===== config.mk =====
export PLATFORM = sky130hd
export DESIGN_NAME = key_conditioner
export DESIGN_NICKNAME = d
export VERILOG_FILES = /design/src/rtl/keycond_pkg.sv /design/src/rtl/key_channel.sv /design/src/rtl/key_conditioner.sv
export SDC_FILE = /design/constraint.sdc
export NUM_CORES = 1
export LEC_CHECK = 0
export CORE_ASPECT_RATIO = 0.75
export CORE_MARGIN = 2
export CORE_UTILIZATION = 64
export CTS_CLUSTER_SIZE = 40
export DETAILED_ROUTE_END_ITERATION = 8
export PLACE_DENSITY = 0.81
export SLEW_MARGIN = 40
export SYNTH_ARGS = -nofsm -noshare
export SYNTH_HDL_FRONTEND = slang
export SYNTH_HIERARCHICAL = 1
export SYNTH_SLANG_ARGS = --single-unit

===== constraint.sdc =====
create_clock -name CLK -period 6.1 [get_ports CLK]
set_clock_uncertainty 0.15 [all_clocks]
set_input_delay 1.525 -clock CLK [delete_from_list [all_inputs] [get_ports CLK]]
set_output_delay 1.525 -clock CLK [all_outputs]
set_load 0.005 [all_outputs]

===== src/rtl/keycond_pkg.sv =====
// Shared types and width helpers for the button conditioner.
package keycond_pkg;

    typedef enum logic [1:0] {
        RELEASED,
        DELAY,
        REPEAT
    } chan_state_t;

    function automatic int cnt_w(input int max_val);
        return (max_val < 1) ? 1 : $clog2(max_val + 1);
    endfunction

    function automatic int max2(input int a, input int b);
        return (a > b) ? a : b;
    endfunction

endpackage


===== src/rtl/key_channel.sv =====
// One button channel: synchroniser, debounce, repeat FSM, sticky command.
module key_channel
    import keycond_pkg::*;
#(
    parameter int DB_TICKS      = 10,
    parameter int REPEAT_DELAY  = 300,
    parameter int REPEAT_PERIOD = 100,
    parameter bit RPT_EN        = 1'b1
) (
    input  logic CLK,
    input  logic reset,
    input  logic tick,
    input  logic raw,
    input  logic ack,
    output logic level,
    output logic press,
    output logic req,
    output logic ovf
);

    localparam int DBW = cnt_w(DB_TICKS);
    localparam int RCW = cnt_w(max2(REPEAT_DELAY, REPEAT_PERIOD));
    localparam logic [DBW-1:0] DB_LAST  = DBW'(DB_TICKS - 1);
    localparam logic [RCW-1:0] DLY_LAST = RCW'(REPEAT_DELAY - 1);
    localparam logic [RCW-1:0] PER_LAST = RCW'(REPEAT_PERIOD - 1);

    logic           s1, s2;
    logic [DBW-1:0] db_cnt;
    logic           flip, rise, fall;
    chan_state_t    state_q, state_d;
    logic [RCW-1:0] rpt_q, rpt_d;
    logic           emit;

    always_ff @(posedge CLK) begin
        if (reset) begin
            s1 <= 1'b0;
            s2 <= 1'b0;
        end else begin
            s1 <= raw;
            s2 <= s1;
        end
    end

    // level changes on the tick that completes DB_TICKS disagreeing samples
    assign flip = tick && (s2 != level) && (db_cnt == DB_LAST);
    assign rise = flip && s2;
    assign fall = flip && !s2;

    always_ff @(posedge CLK) begin
        if (reset) begin
            db_cnt <= '0;
            level  <= 1'b0;
            press  <= 1'b0;
        end else begin
            press <= rise;
            if (flip) begin
                level  <= s2;
                db_cnt <= '0;
            end else if (tick) begin
                db_cnt <= (s2 != level) ? db_cnt + 1'b1 : '0;
            end
        end
    end

    always_ff @(posedge CLK) begin
        if (reset) begin
            state_q <= RELEASED;
            rpt_q   <= '0;
        end else begin
            state_q <= state_d;
            rpt_q   <= rpt_d;
        end
    end

    always_comb begin
        state_d = state_q;
        rpt_d   = rpt_q;
        emit    = 1'b0;
        unique case (state_q)
            RELEASED: begin
                if (rise) begin
                    state_d = DELAY;
                    rpt_d   = '0;
                    emit    = 1'b1;
                end
            end
            DELAY: begin
                if (fall) begin
                    state_d = RELEASED;
                    rpt_d   = '0;
                end else if (tick) begin
                    if (rpt_q == DLY_LAST) begin
                        if (RPT_EN) begin
                            state_d = REPEAT;
                            rpt_d   = '0;
                            emit    = 1'b1;
                        end
                    end else begin
                        rpt_d = rpt_q + 1'b1;
                    end
                end
            end
            REPEAT: begin
                if (fall) begin
                    state_d = RELEASED;
                    rpt_d   = '0;
                end else if (tick) begin
                    if (rpt_q == PER_LAST) begin
                        rpt_d = '0;
                        emit  = 1'b1;
                    end else begin
                        rpt_d = rpt_q + 1'b1;
                    end
                end
            end
            default: begin
                state_d = RELEASED;
                rpt_d   = '0;
            end
        endcase
    end

    // a new command beats a simultaneous ack
    always_ff @(posedge CLK) begin
        if (reset) begin
            req <= 1'b0;
            ovf <= 1'b0;
        end else if (emit) begin
            req <= 1'b1;
            if (req) ovf <= 1'b1;
        end else if (ack) begin
            req <= 1'b0;
        end
    end

endmodule


===== src/rtl/key_conditioner.sv =====
// Button input stage: shared sample-tick prescaler feeding per-button channels.
module key_conditioner
    import keycond_pkg::*;
#(
    parameter int               N_BTN         = 3,
    parameter int               TICK_DIV      = 50000,
    parameter int               DB_TICKS      = 10,
    parameter int               REPEAT_DELAY  = 300,
    parameter int               REPEAT_PERIOD = 100,
    parameter logic [N_BTN-1:0] REPEAT_MASK   = N_BTN'(3'b011)
) (
    input  logic             CLK,
    input  logic             reset,
    input  logic [N_BTN-1:0] raw_btn,
    output logic [N_BTN-1:0] btn_level,
    output logic [N_BTN-1:0] btn_press,
    output logic [N_BTN-1:0] cmd_req,
    input  logic [N_BTN-1:0] cmd_ack,
    output logic [N_BTN-1:0] cmd_ovf
);

    localparam int PW = cnt_w(TICK_DIV - 1);
    localparam logic [PW-1:0] PRE_LAST = PW'(TICK_DIV - 1);

    logic [PW-1:0] pre;
    logic          tick;

    assign tick = (pre == PRE_LAST);

    always_ff @(posedge CLK) begin
        if (reset) begin
            pre <= '0;
        end else begin
            pre <= tick ? '0 : pre + 1'b1;
        end
    end

    for (genvar i = 0; i < N_BTN; i++) begin : g_ch
        key_channel #(
            .DB_TICKS      (DB_TICKS),
            .REPEAT_DELAY  (REPEAT_DELAY),
            .REPEAT_PERIOD (REPEAT_PERIOD),
            .RPT_EN        (REPEAT_MASK[i])
        ) u_ch (
            .CLK   (CLK),
            .reset (reset),
            .tick  (tick),
            .raw   (raw_btn[i]),
            .ack   (cmd_ack[i]),
            .level (btn_level[i]),
            .press (btn_press[i]),
            .req   (cmd_req[i]),
            .ovf   (cmd_ovf[i])
        );
    end

endmodule

After elaboration in Yosys (flattened, before gate mapping). Index checks and enable logic that the tools add are counted.

Register bits after elaboration: 79. Latch bits: 0. Memory bits (writable): 0. Memory bits (read-only): 0. Bits of input ports: 8. Output and inout port bits: 12. Logic and storage cells: 173. Memories kept: 0.

Add/sub/neg operators: 7. $mul: 0. Divide/modulo/power cells: 0. $lt $le $gt $ge: 0. Equal/unequal tests: 34. Shift-type cells: 0. Multiplexer cells: 69. Bitwise logic cells: 0. Reductions and logical operators: 35.

Operators by type and width (count): $mux W9 (21); $pmux W9 S3 (3); $add A9 B1 Y9 const B (3); $eq A9 B7 Y1 const B (3); $eq A9 B9 Y1 const B (3); $mux W1 (24); $mux W2 (12); $add A16 B1 Y16 const B (1); $eq A16 B16 Y1 const B (1); $ne A3 B2 Y1 const B (5); $add A4 B1 Y4 const B (3); $eq A4 B4 Y1 const B (3); $logic_and A1 B1 Y1 (12); $mux W4 (3); $ne A2 B1 Y1 const B (6); $ne A3 B1 Y1 const B (4); $pmux W2 S3 (2); $reduce_and A4 Y1 (3); $reduce_or A2 Y1 (5); $reduce_and A2 Y1 (4); $eq A2 B1 Y1 const B (3); $eq A2 B2 Y1 const B (3); $logic_not A2 Y1 (3); $pmux W1 S3 (2); other kinds (6) (13).

Logic depth before layout (Yosys ltp). Gate-level depths: netlist (run 1).

Depth in word-level cells: 7. Depth in mapped cells: 9. Depth with buffers taken out: 9.

Cells and area by module. The synthesis (run 1) kept the hierarchy.

By module, submodules not included: key_channel at g_ch[0].u_ch (times used 1, cells each 132, area an instance 1183.6 µm², sequential area each 420.4 µm²); key_channel at g_ch[1].u_ch (times used 1, cells each 139, area an instance 1124.8 µm², sequential area each 420.4 µm²); key_conditioner (times used 1, cells each 84, area an instance 724.4 µm², sequential area each 320.3 µm²); key_channel at g_ch[2].u_ch (times used 1, cells each 52, area an instance 489.2 µm², sequential area each 220.2 µm²).

Worst setup path before layout (run 1). OpenSTA, ideal clock, no wires.

Path kind: reg2reg. Start: reg pre[0]. End: reg g_ch[1].u_ch.rpt_q[4]. Library setup time: 0.124 ns. Data arrival time: 2.416 ns. Data required time: 5.826 ns. Setup slack: 3.410 ns. Stages on the path, launching flop included: 10. Buffers on the path: 0. Period minus slack after synthesis: 2.690 ns. Path through: dfxtp_1 -> ha_1 -> nand3_1 -> nor4_1 -> and3_1 -> nand4b_1 -> o21ai_1 -> a21oi_1 -> nor2_1 -> nor2_1.

Word-level cells in the longest chain between the ends: 6. Elaborated cells on any way between the ends: 12. Classes of those cells: eq/ne (4); mux (3); reduce/logical (5).

Ends and longest elaborated chain: start: declaration (RTL line key_conditioner.sv:25) `logic [PW-1:0] pre;`; start signal: assignment (RTL line key_conditioner.sv:34) `pre <= tick ? '0 : pre + 1'b1;`; $eq A16 B16 Y1 * (RTL line key_conditioner.sv:28) `assign tick = (pre == PRE_LAST);`; via tick (RTL line key_conditioner.sv:26) `logic tick;`; $logic_and A1 B1 Y1 (2 in a row) (RTL line key_channel.sv:45) `assign flip = tick && (s2 != level) && (db_cnt == DB_LAST);`; $logic_and A1 B1 Y1, on equally long branches (RTL line key_channel.sv:47, key_channel.sv:46); $ne A3 B2 Y1 (no line) (tied with other cells); $reduce_and A3 Y1 (no line) / $pmux W9 S3 (equally long branches); end signal: assignment (RTL line key_channel.sv:71) `rpt_q <= rpt_d;`; end: declaration (RTL line key_channel.sv:31) `logic [RCW-1:0] rpt_q, rpt_d;`.

The timed path passes the listed nets; every way through them passes the cells marked *. A chain may end at the register's enable or synchronous reset.

Worst setup path in the final report (run 1).
Start: reg pre[0]. End: reg g_ch[1].u_ch.rpt_q[6].

The elaborated chain is that of the path after synthesis.

==> qor.txt, run 1 <==
number of global-route vias before repair -> 2637
port bufs -> 19
Synth Instances -> 407
post-synth top area share -> 39.2%
area leader, netlist -> dfxtp_1
Max clock buf depth -> 2
RD Place Congestion -> 0.877
clk root buf -> clkbuf_8
reg-to-reg startpoint -> pre[0]
min-delay src -> g_ch[1].u_ch/s1
maximum vdd drop -> 168 uV
TNS Setup -> 0 ns
Worst setup SP type -> register
leakage -> 1.36 nW
Buf+Inv Stages, Crit Path -> 0
DIE HEIGHT -> 68.2 um
worst-path cell chain -> ha_1 > nand3_1 > nor4_1 > and3_1 > nand4b_1 > o21ai_1 > a21oi_1 > nor2_1 > nor2_1
Power per Cell Area -> 225 mW/mm^2
Initial DRC Count -> 152
die footprint -> 0.00612 sq mm
Wirelength per Cell -> 14.1 um
antenna violations before repair -> 0
Post-Syn Area per Cell -> 8.65 sq um
worst relative slew slack -> 52.9%
Via density -> 5.85
Yosys warnings -> 6
Antenna Cells -> 0
remaining antenna violation count -> 0
DR DRC count -> 0
Crit path depth -> 9
# setup viols final -> 0
cell count of the worst reg-to-reg path -> 9
Seq/Total Area, Yosys -> 39.2%
R2R Setup Slk -> 2.54 ns
grt ovf -> 0
Rows -> 23
Hold Vio Cnt, Final -> 0
RSZ-0062 raised after global routing -> false
worst slew pin tran -> 0.704 ns
Post-synth EDFFs -> 0
flops & latches, synth -> 69
overall routed net length -> 7.22 mm
max-cap viol count -> 0
IO Pins -> 20
Initial Util -> 66.2%
# Post-CTS Setup Buffers -> 0
final hold slack -> 0.296 ns
cts hold-fix bufs -> 0
First-pass DRT Iterations -> 5
critical path class -> reg -> reg
minimum clock period -> 3.56 ns
Unique masters post-synth -> 60
Worst path slowest cell -> and3_1
Total GRT Usage -> 25.7%
CTS tree -> built
most used cell, CP -> nor2_1
share of post-route cells with drive strength above 1 -> 9.36%
reg-to-reg endpoint -> g_ch[1].u_ch/rpt_q[6]
CTS sink count -> 69
biggest cell delay along the critical path -> 0.66 ns
FFs w/ async S/R, synth -> 0%
Hold EP -> g_ch[1].u_ch/s2
Area Overhead vs Synth -> 13.2%
status -> completed
Worst Path Arrival -> 3.64 ns
Final Max Tran Viols -> 0
Req. time, crit path -> 6.18 ns
Net Count, Synth -> 432
fmax -> 0.281 GHz
core area -> 0.00532 sq mm
CP Capture Type -> register
Hold Crit Depth -> 1
commonest cells in the netlist -> dfxtp_1, nor2_1, inv_1
worst hold path class -> reg -> reg
most frequent cell after synthesis -> dfxtp_1
CP delay by family, top -> simple AND/OR/NAND/NOR gates
period utilisation layout -> 58.4%
Syn Std Cell Area -> 0.00352 sq mm
H-tree levels -> 3
PostCTS Resize Cnt -> 0
clk_lat worst skew -> 0.35 ns
first-pass GRT wire length -> 11.9 mm
Num CTS Buffers -> 9
Clock Pin Slew Worst Setup and Hold Paths -> 0.07 ns
ys flop type -> dfxtp_1
pin count of the biggest net entering global routing -> 22
largest cells by area after synthesis -> dfxtp_1, ha_1, nor2_1
die extent in x -> 89.7 um
hpwl dp -> 4.93 mm
final net count -> 458
via count -> 3001
worst-path maximum fanout -> 21
==> cell type report <==
type / instances / area [sq um]
clock buffer: 12 / 145
clock inverter: 4 / 47.5
fill: 390 / 1340
inverter: 28 / 105
multi-input combinational: 305 / 2020
sequential: 69 / 1380
tap: 75 / 93.8
timing repair buffer: 20 / 198
==> registers in the layout, summed over array words and instances (netlist names) <==
signal	count
g_ch.u_ch/s1	3
g_ch.u_ch/s2	3
pre	16
g_ch.u_ch/req	3
g_ch.u_ch/press	3
g_ch.u_ch/state_q	5
g_ch.u_ch/level	3
g_ch.u_ch/ovf	3
g_ch.u_ch/db_cnt	12
g_ch.u_ch/rpt_q	18
==> per-layer routing <==
metal  vias up  global-route usage [%]  wire length [um]
li1       1491                       -                 -
met1      1407                    34.6              3480
met2        93                    38.8              3180
met3        10                    8.81               475
met4         0                    8.40                84
met5         -                       0                 0
==> worst register-to-register path: stages (launching register included) <==
cell      delay [ns]
dfxtp_1         0.40
ha_1            0.23
nand3_1         0.14
nor4_1          0.34
and3_1          0.66
nand4b_1        0.34
o21ai_1         0.53
a21oi_1         0.24
nor2_1          0.32
nor2_1          0.09
==> worst max path at each step <==
| stage | end | from |
|---|---|---|
| after CTS | g_ch[1].u_ch/rpt_q[6] | pre[0] |
| after global routing | g_ch[1].u_ch/rpt_q[8] | pre[0] |
| final | g_ch[1].u_ch/rpt_q[6] | pre[0] |
| after floorplan | g_ch[1].u_ch/rpt_q[4] | pre[0] |
| after detailed placement | g_ch[1].u_ch/rpt_q[4] | reset |
| after global placement | g_ch[1].u_ch/rpt_q[7] | reset |
==> power breakdown <==
| group | internal (mW) | switching, mW |
|---|---|---|
| sequential | 0.457 | 0.00692 |
| combinational | 0.0231 | 0.0400 |
| clock | 0.199 | 0.171 |
==> layout by cell type (no fill, tap or decap), types with 11 or more instances in the layout <==
master	netlist	layout
nand2b_1	14	14
ha_1	17	17
xnor2_1	13	13
inv_1	28	28
dfxtp_1	69	69
nor2_1	51	51
nand3_1	21	21
clkdlybuf4s50_1	0	19
nand2_1	17	17
o21ai_0	16	16
nand4_1	12	12
a21oi_1	24	24
nor3_1	11	11
==> metrics by stage <==
step                      cell area [sq um]  power (mW)  utilization, %  instances  worst slack [ns]
after floorplan                        3520       0.516               -        407              3.41
after global placement                 3790       0.533            71.3        497              2.54
after detailed placement               3790       0.534            71.3        497              2.46
after CTS                              3990       0.902            74.9        513              2.58
after global routing                   3990       0.929            74.9        513              2.20
final                                  3990       0.897            74.9        513              2.54
==> kinds of logic (layout without fill, tap and decap cells) <==
family          after synthesis  count (layout)  share of synthesized area [%]
simple gates                190             190                           31.5
compound gates               70              70                           12.3
flops                        69              69                           39.2
buf+inv                      33              64                           3.55
xor+xnor                     23              23                           5.93
fa+ha+maj                    17              17                           6.04
mux                           5               5                           1.42
Note: power is estimated with default switching activity, not from simulation.
==> inputs of run 2 (changes only) <==
CORE_UTILIZATION = 59   (was 64)
PLACE_DENSITY = 0.75   (was 0.81)
clock period = 3.5 ns   (was 6.1 ns; I/O delays follow)
==> run 2 against run 1 <==
Register-to-register slack got worse by 2.0 ns; combinational power rose by 77%; sequential share of layout area fell by 0.58 points; worst hold slack got worse by 0.0022 ns; global-route usage fell by 2.7 points; worst setup slack got worse by 2.0 ns; non-clock buffer count rose by 3; largest cell class unchanged.
==> qor.txt, run 2 (same netlist as run 1, synthesis figures left out) <==
Initial DRC Count -> 113
Final Max Tran Viols -> 0
CTS sink count -> 69
cts hold-fix bufs -> 0
antenna violations before repair -> 0
worst slew pin tran -> 0.598 ns
TNS Setup -> 0 ns
PostCTS Resize Cnt -> 0
status -> completed
reg-to-reg endpoint -> g_ch[1].u_ch/rpt_q[5]
Power per Cell Area -> 411 mW/mm^2
minimum clock period -> 2.99 ns
share of post-route cells with drive strength above 1 -> 10.4%
Antenna Cells -> 0
die extent in x -> 93.2 um
First-pass DRT Iterations -> 4
Clock Pin Slew Worst Setup and Hold Paths -> 0.08 ns
Worst setup SP type -> register
Worst Path Arrival -> 3.07 ns
overall routed net length -> 6.78 mm
WL met1 -> 3.44 mm
DR DRC count -> 0
Hold EP -> g_ch[2].u_ch/s2
RSZ-0062 raised after global routing -> false
core area -> 0.00580 sq mm
via count -> 2907
Initial Util -> 60.8%
Hold Crit Depth -> 1
# Post-CTS Setup Buffers -> 0
port bufs -> 19
Rows -> 24
IO Pins -> 20
grt ovf -> 0
min-delay src -> g_ch[2].u_ch/s1
first-pass GRT wire length -> 12.2 mm
Via density -> 5.60
period utilisation layout -> 85.5%
die footprint -> 0.00661 sq mm
Req. time, crit path -> 3.58 ns
worst hold path class -> reg -> reg
final net count -> 461
critical path class -> reg -> reg
Top reg by flops -> g_ch.u_ch/rpt_q
CP Capture Type -> register
Total GRT Usage -> 23.0%
remaining antenna violation count -> 0
clk root buf -> clkbuf_8
RD Place Congestion -> 0.886
Max clock buf depth -> 2
hpwl dp -> 4.83 mm
Top Layer Used -> met4
metal2 WL -> 2.94 mm
worst-path maximum fanout -> 9
cell count of the worst reg-to-reg path -> 9
Largest regs -> g_ch.u_ch/rpt_q (18), pre (16), g_ch.u_ch/db_cnt (12)
max reg flops -> 18
reg-to-reg startpoint -> pre[0]
leading cell types in the layout, fill and taps excluded -> dfxtp_1, nor2_1, inv_1
R2R Setup Slk -> 0.51 ns
leakage -> 1.40 nW
Wirelength per Cell -> 13.1 um
clk_lat worst skew -> 0.35 ns
most common library cell in the layout ignoring fill and taps -> dfxtp_1
fmax -> 0.334 GHz
max-cap viol count -> 0
Area Overhead vs Synth -> 15.1%
CTS tree -> built
number of global-route vias before repair -> 2734
Num CTS Buffers -> 9
# setup viols final -> 0
Hold Vio Cnt, Final -> 0
met3 wire length -> 334 um
H-tree levels -> 3
worst relative slew slack -> 59.7%
DIE HEIGHT -> 70.9 um
maximum vdd drop -> 278 uV
final hold slack -> 0.294 ns
pin count of the biggest net entering global routing -> 22
[run 2: changes by cell type in the layout (fill, tap and decap cells not counted), sizes merged]
cell,previous run,this run
clkinv,2,3
buf,1,4
bufinv,1,2
clkinvlp,1,0
clkbuf,12,11
[run 2: worst max-delay path by stage]
stage | from | to | slack [ns]
after global routing | pre[0] | g_ch[1].u_ch/rpt_q[5] | 0.16
after detailed placement | pre[0] | g_ch[0].u_ch/state_q[1] | 0.56
after global placement | pre[0] | g_ch[0].u_ch/state_q[0] | 0.67
final | pre[0] | g_ch[1].u_ch/rpt_q[5] | 0.51
after CTS | pre[0] | g_ch[0].u_ch/state_q[1] | 0.53
after floorplan | pre[0] | g_ch[1].u_ch/rpt_q[4] | 0.81
[run 2: final cells by class]
| cell class | instances | area (sq um) |
|---|---|---|
| Timing Repair Buffer | 23 | 220 |
| Multi-Input combinational cell | 305 | 2020 |
| Inverter | 28 | 105 |
| Sequential cell | 69 | 1380 |
| Fill cell | 474 | 1740 |
| Tap cell | 78 | 97.6 |
| Clock buffer | 11 | 151 |
| Clock inverter | 5 | 82.6 |
[run 2: per-layer routing]
layer,GRT usage (%),vias up
met1,31.9,1339
li1,-,1498
met2,34.7,63
met4,6.05,0
met5,0,-
met3,7.77,7
[run 2: metrics by stage]
step                      worst slack [ns]  power [mW]  utilization [%]  std cells  instance area (sq um)
after detailed placement             0.562       0.936             65.9        503                   3820
after global placement               0.670       0.932             65.9        503                   3820
after global routing                 0.162        1.74             69.9        519                   4050
after CTS                            0.528        1.69             69.9        519                   4050
final                                0.508        1.67             69.9        519                   4050
after floorplan                      0.810       0.900                -        407                   3520
[run 2: where the power goes]
part           switching (mW)  leakage (nW)  internal (mW)
clock                   0.305         0.120          0.441
combinational          0.0676         0.721         0.0443
sequential             0.0112         0.558          0.796
total                   0.383          1.40           1.28
[run 2: critical path, cell delays in order (launching register included)]
cell and delay (ns):
dfxtp_1 0.40, ha_1 0.23, nand3_1 0.12, nor4_1 0.31, and3_1 0.47, nand4b_1 0.30, o21ai_1 0.29, a21oi_1 0.16
nor2_1 0.34, nor2_1 0.09
